**config.mk**
```make
export PLATFORM = sky130hd
export DESIGN_NAME = t_state_sequencer
export DESIGN_NICKNAME = d
export VERILOG_FILES = /design/src/rtl/t_state_sequencer.sv
export SDC_FILE = /design/constraint.sdc
export NUM_CORES = 1
export LEC_CHECK = 0
export ABC_AREA = 1
export CORE_MARGIN = 10
export CORE_UTILIZATION = 35
export DETAILED_ROUTE_END_ITERATION = 7
export SLEW_MARGIN = 20
export SYNTH_ARGS = -nofsm -noshare
export SYNTH_HDL_FRONTEND = slang
export SYNTH_SLANG_ARGS = --single-unit
```
**constraint.sdc**
```tcl
create_clock -name clk_i -period 1.32 [get_ports clk_i]
set_input_delay 0.33 -clock clk_i [delete_from_list [all_inputs] [get_ports clk_i]]
set_output_delay 0.33 -clock clk_i [all_outputs]
set_load 0.03 [all_outputs]
```
**src/rtl/t_state_sequencer.sv**
```systemverilog
// t_state_sequencer
//
// Generates the one-hot T-state timing ring (t0..t5) for the CPU control
// unit. Short instructions end in T3 and long ones (MOV/ADD/SUB) end in T5.
// HALT stops the machine. In free-run mode instructions follow each other
// back to back. In step mode each accepted step pulse runs one instruction.
//
// Build option:
//   SEQ_RESUME_EN - when defined, a step pulse while HALTED returns to IDLE
//                   and keeps the retired count. When undefined, HALTED is
//                   terminal until reset.
//
// Ports:
//   clk_i          system clock, rising edge
//   reset_i        asynchronous, active-high reset
//   run_i          1 = free-run, 0 = step mode (level)
//   step_i         single-cycle pulse, starts one instruction in step mode
//   opcode_i       instruction register high nibble, sampled in T3
//   t0_o..t5_o     one-hot T-state outputs, registered
//   halted_o       machine stopped by HALT, registered
//   busy_o         any T-state active, registered
//   instr_done_o   high during the last T-state of each instruction
//   instr_count_o  retired-instruction count, wraps
//
// state  | meaning
// IDLE   | waiting for run or step
// T0..T2 | fetch/decode ring, unconditional advance
// T3     | opcode decision: halt, end short instruction, or continue
// T4,T5  | extra execute cycles for long instructions
// HALTED | stopped by HALT

module t_state_sequencer #(
    parameter int         COUNT_W  = 8,
    parameter logic [3:0] HALT_OP  = 4'b1111,
    parameter logic [3:0] LONG_OP0 = 4'b0000,
    parameter logic [3:0] LONG_OP1 = 4'b0011,
    parameter logic [3:0] LONG_OP2 = 4'b0100
) (
    input  logic               clk_i,
    input  logic               reset_i,
    input  logic               run_i,
    input  logic               step_i,
    input  logic [3:0]         opcode_i,
    output logic               t0_o,
    output logic               t1_o,
    output logic               t2_o,
    output logic               t3_o,
    output logic               t4_o,
    output logic               t5_o,
    output logic               halted_o,
    output logic               busy_o,
    output logic               instr_done_o,
    output logic [COUNT_W-1:0] instr_count_o
);

    typedef enum logic [2:0] {
        S_IDLE, S_T0, S_T1, S_T2, S_T3, S_T4, S_T5, S_HALTED
    } state_t;

    state_t               state_q, state_d;
    logic [5:0]           t_q, t_d;
    logic                 halted_q;
    logic                 busy_q;
    logic [COUNT_W-1:0]   count_q;
    logic                 is_long;
    logic                 done;

    assign is_long = (opcode_i == LONG_OP0) || (opcode_i == LONG_OP1) ||
                     (opcode_i == LONG_OP2);

    // instr_done is combinational on purpose. A short instruction ends in
    // the same T3 cycle in which its opcode is sampled, so a registered
    // version would have to sample the opcode one cycle early.
    always_comb begin
        state_d = state_q;
        done    = 1'b0;
        case (state_q)
            S_IDLE:   if (run_i || step_i) state_d = S_T0;
            S_T0:     state_d = S_T1;
            S_T1:     state_d = S_T2;
            S_T2:     state_d = S_T3;
            S_T3: begin
                if (opcode_i == HALT_OP) begin
                    done    = 1'b1;
                    state_d = S_HALTED;
                end else if (is_long) begin
                    state_d = S_T4;
                end else begin
                    done    = 1'b1;
                    state_d = run_i ? S_T0 : S_IDLE;
                end
            end
            S_T4:     state_d = S_T5;
            S_T5: begin
                done    = 1'b1;
                state_d = run_i ? S_T0 : S_IDLE;
            end
            S_HALTED: begin
`ifdef SEQ_RESUME_EN
                if (step_i) state_d = S_IDLE;
`else
                state_d = S_HALTED;
`endif
            end
            default:  state_d = S_IDLE;
        endcase
    end

    // Outputs are registered from the next state, so they line up with
    // state_q without a decode stage after the flops.
    always_comb begin
        t_d = 6'b000000;
        case (state_d)
            S_T0:    t_d = 6'b000001;
            S_T1:    t_d = 6'b000010;
            S_T2:    t_d = 6'b000100;
            S_T3:    t_d = 6'b001000;
            S_T4:    t_d = 6'b010000;
            S_T5:    t_d = 6'b100000;
            default: t_d = 6'b000000;
        endcase
    end

    always_ff @(posedge clk_i or posedge reset_i) begin
        if (reset_i) begin
            state_q  <= S_IDLE;
            t_q      <= 6'b000000;
            halted_q <= 1'b0;
            busy_q   <= 1'b0;
            count_q  <= '0;
        end else begin
            state_q  <= state_d;
            t_q      <= t_d;
            halted_q <= (state_d == S_HALTED);
            busy_q   <= |t_d;
            if (done) count_q <= count_q + {{(COUNT_W-1){1'b0}}, 1'b1};
        end
    end

    assign t0_o          = t_q[0];
    assign t1_o          = t_q[1];
    assign t2_o          = t_q[2];
    assign t3_o          = t_q[3];
    assign t4_o          = t_q[4];
    assign t5_o          = t_q[5];
    assign halted_o      = halted_q;
    assign busy_o        = busy_q;
    assign instr_done_o  = done;
    assign instr_count_o = count_q;

endmodule

```
==> results.sh, run 1 <==
export IMPL_most_common_layout_cells="buf_4 (32), nand2_1 (20), dfrtp_1 (18)"
export IMPL_cts_tree="built"
export IMPL_max_slew_margin_pct=78.9
export IMPL_synth_cells=97
export IMPL_placed_cell_area_mm2=0.00116
export IMPL_track_usage_pct=7.92
export IMPL_p_comb_share_pct=61.4
export IMPL_synth_seq_cells=19
export IMPL_slew_violations=0
export IMPL_gp_congestion=0.784
export IMPL_r2r_start="state_q[2]"
export IMPL_p_sw_mw=1.44
export IMPL_grt_setup_unrepaired="yes"
export IMPL_wl_per_cell_um=12.0
export IMPL_finalHoldViolations=0
export IMPL_dieArea_mm2=0.00488
export IMPL_cp_start_kind="flip-flop"
export IMPL_ys_warn_count=0
export IMPL_power_leakage_nw=0.735
export IMPL_ios=25
export IMPL_status="finished with violations"
export IMPL_ys_seq_area_share_pct=54.7
export IMPL_die_width_um=69.8
export IMPL_max_cap_violations=0
export IMPL_cp_end_kind="flip-flop"
export IMPL_arrival_ps=1710
export IMPL_syn_area_per_cell_um2=8.96
export IMPL_post_synth_top_area_cell="dfrtp_1"
export IMPL_start_util_pct=35.8
export IMPL_vias=795
export IMPL_htreeDepth=1
export IMPL_remaining_drc_errors=0
export IMPL_antenna_found_initial=0
export IMPL_grt_pass1_wl_um=3270
export IMPL_period_needed_ps=1500
export IMPL_hold_class="in -> async"
export IMPL_clock_root_buffer="clkbuf_4"
export IMPL_cp_data_required_time_ps=1530
export IMPL_drt_iter0_markers=36
export IMPL_ys_top_cells_by_area="dfrtp_1 (55%), nand2_1 (9.1%), inv_1 (6.0%), nor2_1 (4.3%), xnor2_1 (3.0%)"
export IMPL_fp_row_count=18
export IMPL_timing_rr_end="busy_o"
export IMPL_cts_hold_buf=0
export IMPL_setup_violations=10
export IMPL_fin_ws_ps=-177
export IMPL_drtAntennaViolNets=0
export IMPL_dpl_hpwl_um=1440
export IMPL_io_buffers=24
export IMPL_min_period_over_period_pct=113
export IMPL_drt_pass1_iter_count=3
export IMPL_grt_ovfl_total=0
export IMPL_wl_um=2120
export IMPL_diodes=0
export IMPL_synth_top_area_share_pct=54.7
export IMPL_core_mm2=0.00243
export IMPL_p_per_area_mw_per_mm2=2380
export IMPL_synth_distinct_cells=18
export IMPL_nFillCells=228
export IMPL_design_area_mm2=0.00137
export IMPL_violations="setup timing"
export IMPL_total_power_mw=3.25
export IMPL_max_clock_freq_ghz=0.668
export IMPL_insertion_delay_ps=300
export IMPL_syn_area_um2=870
export IMPL_drive_gt1_share_pct=44.2
export IMPL_die_h_um=69.8
export IMPL_p_sw_share_pct=44.4
export IMPL_power_internal_mw=1.81
export IMPL_path_class="reg -> reg"
export IMPL_via_per_inst=4.49
export IMPL_clock_sinks=19
export IMPL_clockPowerShare_pct=9.2
export IMPL_seqPwrFrac_pct=29.4
export IMPL_worstMarginPinSlew_ps=315
export IMPL_cts_buffers_inserted=3
export IMPL_cts_buffer_depth=2
export IMPL_syn_nets=106
export IMPL_crit_fanout=4
export IMPL_final_common_cell="buf_4"
export IMPL_nNetsFinal=157
export IMPL_rr_worst_depth=9
export IMPL_irDropWorstVdd_v=0.00133
export IMPL_utilization_pct=56.2
export IMPL_grt_max_degree=20
export IMPL_grt_pass1_vias=778
export IMPL_clk_transition_reported_paths_ps=110
export IMPL_fin_skew_ps=3.83
export IMPL_area_growth_pct=57.1
export IMPL_r2r_setup_slack_ps=-180
worst max path at each step:
stage | startpoint | cells after the start | slack (ps) | to
finish | state_q[2] | 9 | -180 | busy_o
global route | state_q[2] | 9 | -260 | busy_o
CTS | state_q[2] | 5 | -150 | instr_done_o
detailed placement | opcode_i[1] | 12 | -440 | busy_o
global placement | opcode_i[1] | 7 | -410 | instr_done_o
floorplan | instr_count_o[1] | 6 | 40 | instr_count_o[6]
power by group through the flow:
stage                     logic, mW  clock network (mW)  registers, mW
after floorplan               0.656                   0           1.27
after global placement         1.50                   0          0.968
after detailed placement       1.52                   0          0.974
after CTS                      1.79               0.308          0.953
after global routing           2.17               0.340          0.987
final                          2.00               0.298          0.957
final cells by class:
class / instances / area, um^2 / share of cell area [%]
Clock inverter: 1 / 5.00 / 0.366
Clock buffer: 3 / 22.5 / 1.65
Tap cell: 30 / 37.5 / 2.75
Sequential cell: 19 / 477 / 34.9
Inverter: 19 / 71.3 / 5.22
Multi-Input combinational cell: 59 / 369 / 27.0
Timing Repair Buffer: 46 / 384 / 28.1
worst max-delay path, stage by stage (launching register included):
cell	delay, ps
dfrtp_1	430
buf_4	150
nor3_2	310
inv_1	100
o21ai_2	80
nor2_2	60
inv_2	70
nand2_2	70
nor2_4	90
nor2_2	40
synthesized netlist by cell type, drive strengths merged:
cell and instances:
a31oi 1, dfrtp 19, ha 1, inv 19
nand2 23, nand3 5, nand4 3, nor2 15
nor3 2, o21ai 3, xnor2 3, xor2 3
kinds of logic after synthesis:
group                    count (synthesis)  share of synthesized area [%]
XOR/XNOR                                 6                           6.04
buffers and inverters                   19                           8.20
AO/OA/AOI/OAI                            4                           2.45
flip-flops                              19                           54.7
adder cells (fa/ha/maj)                  1                           1.44
AND/OR/NAND/NOR                         48                           27.2
layer usage:
layer | up-vias | wire [um] | GRT usage [%]
met3 | 4 | 178 | 3.86
met4 | 0 | 50 | 3.95
met5 | - | 0 | 0
li1 | 391 | - | -
met2 | 16 | 1140 | 13.7
met1 | 384 | 754 | 7.60
state kept, by name, summed over array words and instances, names as in the netlist:
signal / count
halted_o: 1
instr_count_o: 8
state_q: 3
busy_o: 1
t_q: 6
metrics by stage:
stage	hold slack, ps	cells	setup WS (ps)	setup TNS [ps]
final	330	177	-177	-746
after global routing	355	177	-256	-1690
after CTS	340	171	-151	-342
after detailed placement	467	158	-442	-4930
after global placement	464	158	-413	-4510
after floorplan	281	97	41.3	0
repair_timing:
action,4_1_cts,5_1_grt
endpoints found under the setup margin,10,11
gates resized for setup,10,13
hold endpoints to repair,0,0
buffers inserted,9,6
pin swaps,2,3
No activity file was read; power rests on OpenSTA's default activity.
==> inputs of run 2 (changes only) <==
--- a/config.mk
+++ b/config.mk
@@ -7,7 +7,7 @@
 export LEC_CHECK = 0
 export ABC_AREA = 1
 export CORE_MARGIN = 10
-export CORE_UTILIZATION = 35
+export CORE_UTILIZATION = 30
 export DETAILED_ROUTE_END_ITERATION = 7
 export SLEW_MARGIN = 20
 export SYNTH_ARGS = -nofsm -noshare
==> run 2 against run 1 <==
  * Global-route usage down 0.48 points
  * Clock power about the same
  * Wire length down 8.1%
  * Clock skew up 4.6 ps
  * The flow still finishes with violations (setup timing)
  * Largest cell class unchanged
  * Critical path depth down 5
  * Flip-flop and latch count unchanged
  * Total power down 5.3%
  * Non-clock buffer count down 8
  * Critical path type is now reg -> out
  * Largest power group unchanged
==> results.sh, run 2 (same netlist as run 1, synthesis figures left out) <==
export IMPL_max_clock_freq_ghz=0.686
export IMPL_nNetsFinal=149
export IMPL_power_leakage_nw=0.692
export IMPL_setup_violations=3
export IMPL_cp_start_kind="flip-flop"
export IMPL_fp_row_count=19
export IMPL_final_common_cell="buf_4"
export IMPL_nFillCells=285
export IMPL_grt_max_degree=20
export IMPL_rr_worst_depth=9
export IMPL_r2r_setup_slack_ps=-70
export IMPL_p_per_area_mw_per_mm2=2370
export IMPL_grt_pass1_vias=754
export IMPL_fin_cells=170
export IMPL_max_stage_delay_ps=470
export IMPL_die_width_um=73.8
export IMPL_grt_pass1_wl_um=3260
export IMPL_gp_congestion=0.790
export IMPL_min_period_over_period_pct=110
export IMPL_antenna_found_initial=0
export IMPL_cp_slowest_cell="dfrtp_2"
export IMPL_insertion_delay_ps=300
export IMPL_fin_skew_ps=8.44
export IMPL_timing_rr_end="busy_o"
export IMPL_most_common_layout_cells="buf_4 (30), nand2_1 (19), dfrtp_1 (18)"
export IMPL_dieArea_mm2=0.00545
export IMPL_max_slew_margin_pct=82.9
export IMPL_via_per_inst=4.38
export IMPL_io_buffers=24
export IMPL_remaining_drc_errors=0
export IMPL_wl_um=1950
export IMPL_ios=25
export IMPL_finalHoldViolations=0
export IMPL_irDropWorstVdd_v=0.00146
export IMPL_drive_gt1_share_pct=43.2
export IMPL_clock_root_buffer="clkbuf_4"
export IMPL_dp_cells=159
export IMPL_crit_fanout=5
export IMPL_cts_buffer_depth=2
export IMPL_clk_transition_reported_paths_ps=110
export IMPL_die_h_um=73.8
export IMPL_period_needed_ps=1460
export IMPL_status="finished with violations"
export IMPL_core_mm2=0.00276
export IMPL_grt_ovfl_total=0
export IMPL_cts_buffers_inserted=3
export IMPL_utilization_pct=47.1
export IMPL_pre_cts_slack_ps=-434
export IMPL_design_area_mm2=0.00130
export IMPL_fin_ws_ps=-138
export IMPL_cp_end_kind="output pin"
export IMPL_area_growth_pct=49.2
export IMPL_r2r_start="state_q[2]"
export IMPL_clock_sinks=19
export IMPL_violations="setup timing"
export IMPL_max_cap_violations=0
export IMPL_drt_iter0_markers=42
export IMPL_regArea_um2=477
export IMPL_wl_per_cell_um=11.5
export IMPL_largest_register_ffs=8
export IMPL_drtAntennaViolNets=0
export IMPL_path_class="reg -> out"
export IMPL_worstMarginPinSlew_ps=256
export IMPL_dpl_hpwl_um=1470
export IMPL_htreeDepth=1
export IMPL_path_cells="nor2_4 > nand2_2 > inv_2 > buf_6"
export IMPL_hold_class="in -> async"
export IMPL_multi_input_area_um2=382
export IMPL_cts_tree="built"
export IMPL_cp_data_required_time_ps=990
export IMPL_track_usage_pct=7.43
export IMPL_grt_setup_unrepaired="yes"
export IMPL_arrival_ps=1130
export IMPL_placed_cell_area_mm2=0.00116
export IMPL_drt_pass1_iter_count=4
export IMPL_start_util_pct=31.5
export IMPL_diodes=0
export IMPL_cts_hold_buf=0
export IMPL_vias=745
export IMPL_slew_violations=0
export IMPL_holdWs_ps=335
-- run 2: changes by cell type in the layout (fill, tap and decap cells not counted) --
| cell | change |
|---|---|
| nand2_1 | -1 |
| buf_6 | -6 |
| nand3_1 | -1 |
| o21ai_1 | +1 |
| nand3_2 | +1 |
| nor2_2 | +1 |
| buf_4 | -2 |
| nor2_1 | -1 |
| o21ai_2 | -1 |
| a31oi_2 | +1 |
| a31oi_1 | -1 |
| nand2_2 | +1 |
-- run 2: what timing repair did --
action,CTS,global route
resized for setup,8,12
endpoints found under the setup margin,5,11
pin swaps,3,0
buffers inserted,5,2
-- run 2: metal layers --
layer,GRT usage (%),up-vias,wire (um)
met5,0,-,0
met4,1.04,0,0
met3,5.11,0,218
met2,11.8,17,957
met1,8.14,345,774
li1,-,383,-
-- run 2: power breakdown --
group | leakage, nW | switching, mW | internal, mW
Combinational | 0.430 | 1.07 | 0.754
Clock | 0.0177 | 0.183 | 0.113
Sequential | 0.244 | 0.161 | 0.797
-- run 2: cell type report --
type,instances,share of cell area [%]
Clock inverter,1,0.386
Timing Repair Buffer,38,23.2
Tap cell,31,2.99
Clock buffer,3,1.74
Inverter,19,5.50
Sequential cell,19,36.7
Multi-Input combinational cell,59,29.4
-- run 2: worst max-delay path, delay by kind of cell, from the launching register on --
family        cells  cell delay [ps]
flops             1              470
simple gates      2              180
buf+inv           2              190
-- run 2: worst max path at each step --
| stage | start | end | cells past startpoint |
|---|---|---|---|
| 2_1_floorplan | instr_count_o[1] | instr_count_o[6] | 6 |
| 3_3_place_gp | opcode_i[1] | instr_done_o | 7 |
| 3_5_place_dp | opcode_i[1] | instr_done_o | 7 |
| 4_1_cts | state_q[2] | busy_o | 9 |
| 5_1_grt | state_q[0] | instr_done_o | 4 |
| 6_report | state_q[0] | instr_done_o | 4 |
-- run 2: through the flow --
stage          setup TNS (ps)  total power [mW]
6_report                 -211              3.08
5_1_grt                  -586              3.32
4_1_cts                  -384              2.95
3_5_place_dp            -4790              2.51
2_1_floorplan               0              1.93
3_3_place_gp            -4580              2.49
==> inputs of run 3 (changes only) <==
--- a/config.mk
+++ b/config.mk
@@ -6,7 +6,6 @@
 export NUM_CORES = 1
 export LEC_CHECK = 0
 export ABC_AREA = 1
-export CORE_MARGIN = 10
 export CORE_UTILIZATION = 30
 export DETAILED_ROUTE_END_ITERATION = 7
 export SLEW_MARGIN = 20
==> run 3 against run 2 <==
  * The flow still finishes with violations (setup timing)
  * Sequential power about the same
  * Register-to-register slack about the same
  * Sequential share of layout area down 0.33 points
  * Non-clock buffer count up 2
  * Setup slack better by 11 ps
  * First-iteration DRC count down 86%
  * Cell area up 1.2%
  * Worst hold slack better by 7.4 ps
  * Cell count up 1.2%
  * Flip-flop and latch count unchanged
  * Critical path depth up 4
  * Clock power about the same
  * Critical path type is now in -> out
  * Critical endpoint unchanged
  * Largest cell class unchanged
  * Highest routed layer unchanged
==> results.sh, run 3 (same netlist as run 1, synthesis figures left out) <==
export IMPL_via_per_inst=4.55
export IMPL_grt_pass1_vias=793
export IMPL_die_h_um=55.8
export IMPL_period_needed_ps=1450
export IMPL_arrival_ps=1120
export IMPL_cp_data_required_time_ps=990
export IMPL_crit_family="buffers and inverters"
export IMPL_finalHoldViolations=0
export IMPL_max_clock_freq_ghz=0.691
export IMPL_drt_iter0_markers=6
export IMPL_violations="setup timing"
export IMPL_fin_skew_ps=4.84
export IMPL_power_leakage_nw=0.700
export IMPL_total_power_mw=3.12
export IMPL_track_usage_pct=13.0
export IMPL_r2r_start="state_q[0]"
export IMPL_clk_transition_reported_paths_ps=110
export IMPL_max_slew_margin_pct=82.7
export IMPL_max_stage_delay_ps=250
export IMPL_die_width_um=55.8
export IMPL_final_common_cell="buf_4"
export IMPL_ios=25
export IMPL_tns_ps=-226
export IMPL_clock_sinks=19
export IMPL_cp_start_kind="input pin"
export IMPL_cp_num_buf_inv=4
export IMPL_vias=782
export IMPL_cts_tree="built"
export IMPL_fin_cells=172
export IMPL_dp_cells=159
export IMPL_path_cells="dlygate4sd2_1 > inv_1 > nand2_1 > nand2_2 > nand3_2 > nand2_2 > inv_2 > buf_6"
export IMPL_dieArea_mm2=0.00312
export IMPL_antenna_found_initial=0
export IMPL_slew_violations=0
export IMPL_grt_ovfl_total=0
export IMPL_cts_buffers_inserted=3
export IMPL_remaining_drc_errors=0
export IMPL_critPathLaunch="opcode_i[0]"
export IMPL_dpl_hpwl_um=1240
export IMPL_design_area_mm2=0.00131
export IMPL_core_mm2=0.00276
export IMPL_hold_class="in -> async"
export IMPL_cp_slowest_cell="dlygate4sd2_1"
export IMPL_max_cap_violations=0
export IMPL_p_per_area_mw_per_mm2=2370
export IMPL_pre_cts_slack_ps=-446
export IMPL_crit_fanout=3
export IMPL_htreeDepth=1
export IMPL_worstMarginPinSlew_ps=258
export IMPL_cp_end_kind="output pin"
export IMPL_area_growth_pct=50.9
export IMPL_drive_gt1_share_pct=41.1
export IMPL_drtAntennaViolNets=0
export IMPL_start_util_pct=31.5
export IMPL_setup_violations=5
export IMPL_insertion_delay_ps=290
export IMPL_holdWs_ps=342
export IMPL_wl_um=1910
export IMPL_nFillCells=277
export IMPL_placed_cell_area_mm2=0.00116
export IMPL_fin_ws_ps=-127
export IMPL_drt_pass1_iter_count=4
export IMPL_io_buffers=24
export IMPL_nNetsFinal=151
export IMPL_fp_row_count=19
export IMPL_cts_buffer_depth=2
export IMPL_grt_setup_unrepaired="yes"
export IMPL_utilization_pct=47.6
export IMPL_most_common_layout_cells="buf_4 (30), nand2_1 (19), dfrtp_1 (17)"
export IMPL_path_class="in -> out"
export IMPL_crit_top_cell="nand2_2"
export IMPL_diodes=0
export IMPL_min_period_over_period_pct=110
export IMPL_status="finished with violations"
export IMPL_largest_register_ffs=8
export IMPL_grt_pass1_wl_um=3250
export IMPL_clock_root_buffer="clkbuf_4"
export IMPL_irDropWorstVdd_v=0.00156
export IMPL_wl_per_cell_um=11.1
export IMPL_gp_congestion=0.734
export IMPL_grt_max_degree=20
## run 3: cell count changes in the layout (fill, tap and decap cells not counted), sizes merged
| cell | previous run | this run |
|---|---|---|
| clkinv | 1 | 0 |
| buf | 31 | 33 |
| clkbuf | 3 | 4 |
## run 3: worst min-delay path: stages
cell and delay [ps]:
clkdlybuf4s50_1 390, inv_1 50, buf_4 260
## run 3: area by class of cell
| type | instances | area [um^2] | share of cell area, % |
|---|---|---|---|
| Timing Repair Buffer | 40 | 324 | 24.7 |
| Sequential cell | 19 | 478 | 36.4 |
| Multi-Input combinational cell | 59 | 372 | 28.3 |
| Inverter | 19 | 73.8 | 5.62 |
| Tap cell | 31 | 38.8 | 2.96 |
| Clock buffer | 4 | 26.3 | 2.00 |
## run 3: worst paths after layout
| path | endpoint | cells past startpoint | slack (ps) |
|---|---|---|---|
| worst max-delay path | instr_done_o | 8 | -130 |
| worst max register to register | busy_o | 9 | -70 |
| worst min-delay path | instr_count_o[7] | 3 | 340 |
| max in group asynchronous | state_q[0] | 3 | 750 |
| worst min register to register | instr_count_o[7] | 1 | 490 |
| min in group clk_i | instr_count_o[7] | 1 | 490 |
## run 3: what timing repair did
item / 4_1_cts / 5_1_grt
hold buffers: 0 / 0
resized for setup: 12 / 9
setup buffers: 8 / 1
setup endpoints to repair: 7 / 9
pin swaps: 6 / 1
## run 3: power by group
| part | switching, mW | leakage [nW] | total, mW | internal (mW) |
|---|---|---|---|---|
| clock network | 0.177 | 0.0150 | 0.295 | 0.118 |
| logic | 1.08 | 0.442 | 1.87 | 0.787 |
| registers | 0.155 | 0.243 | 0.955 | 0.799 |
## run 3: layer usage
metal | vias to the layer above | routed length (um) | share of wire, % | track usage (%)
li1 | 385 | - | - | -
met1 | 383 | 771 | 40 | 14.6
met2 | 14 | 1060 | 55 | 24.3
met3 | 0 | 78 | 4.1 | 5.12
met4 | 0 | 0 | 0 | 1.05
met5 | - | 0 | 0 | 0
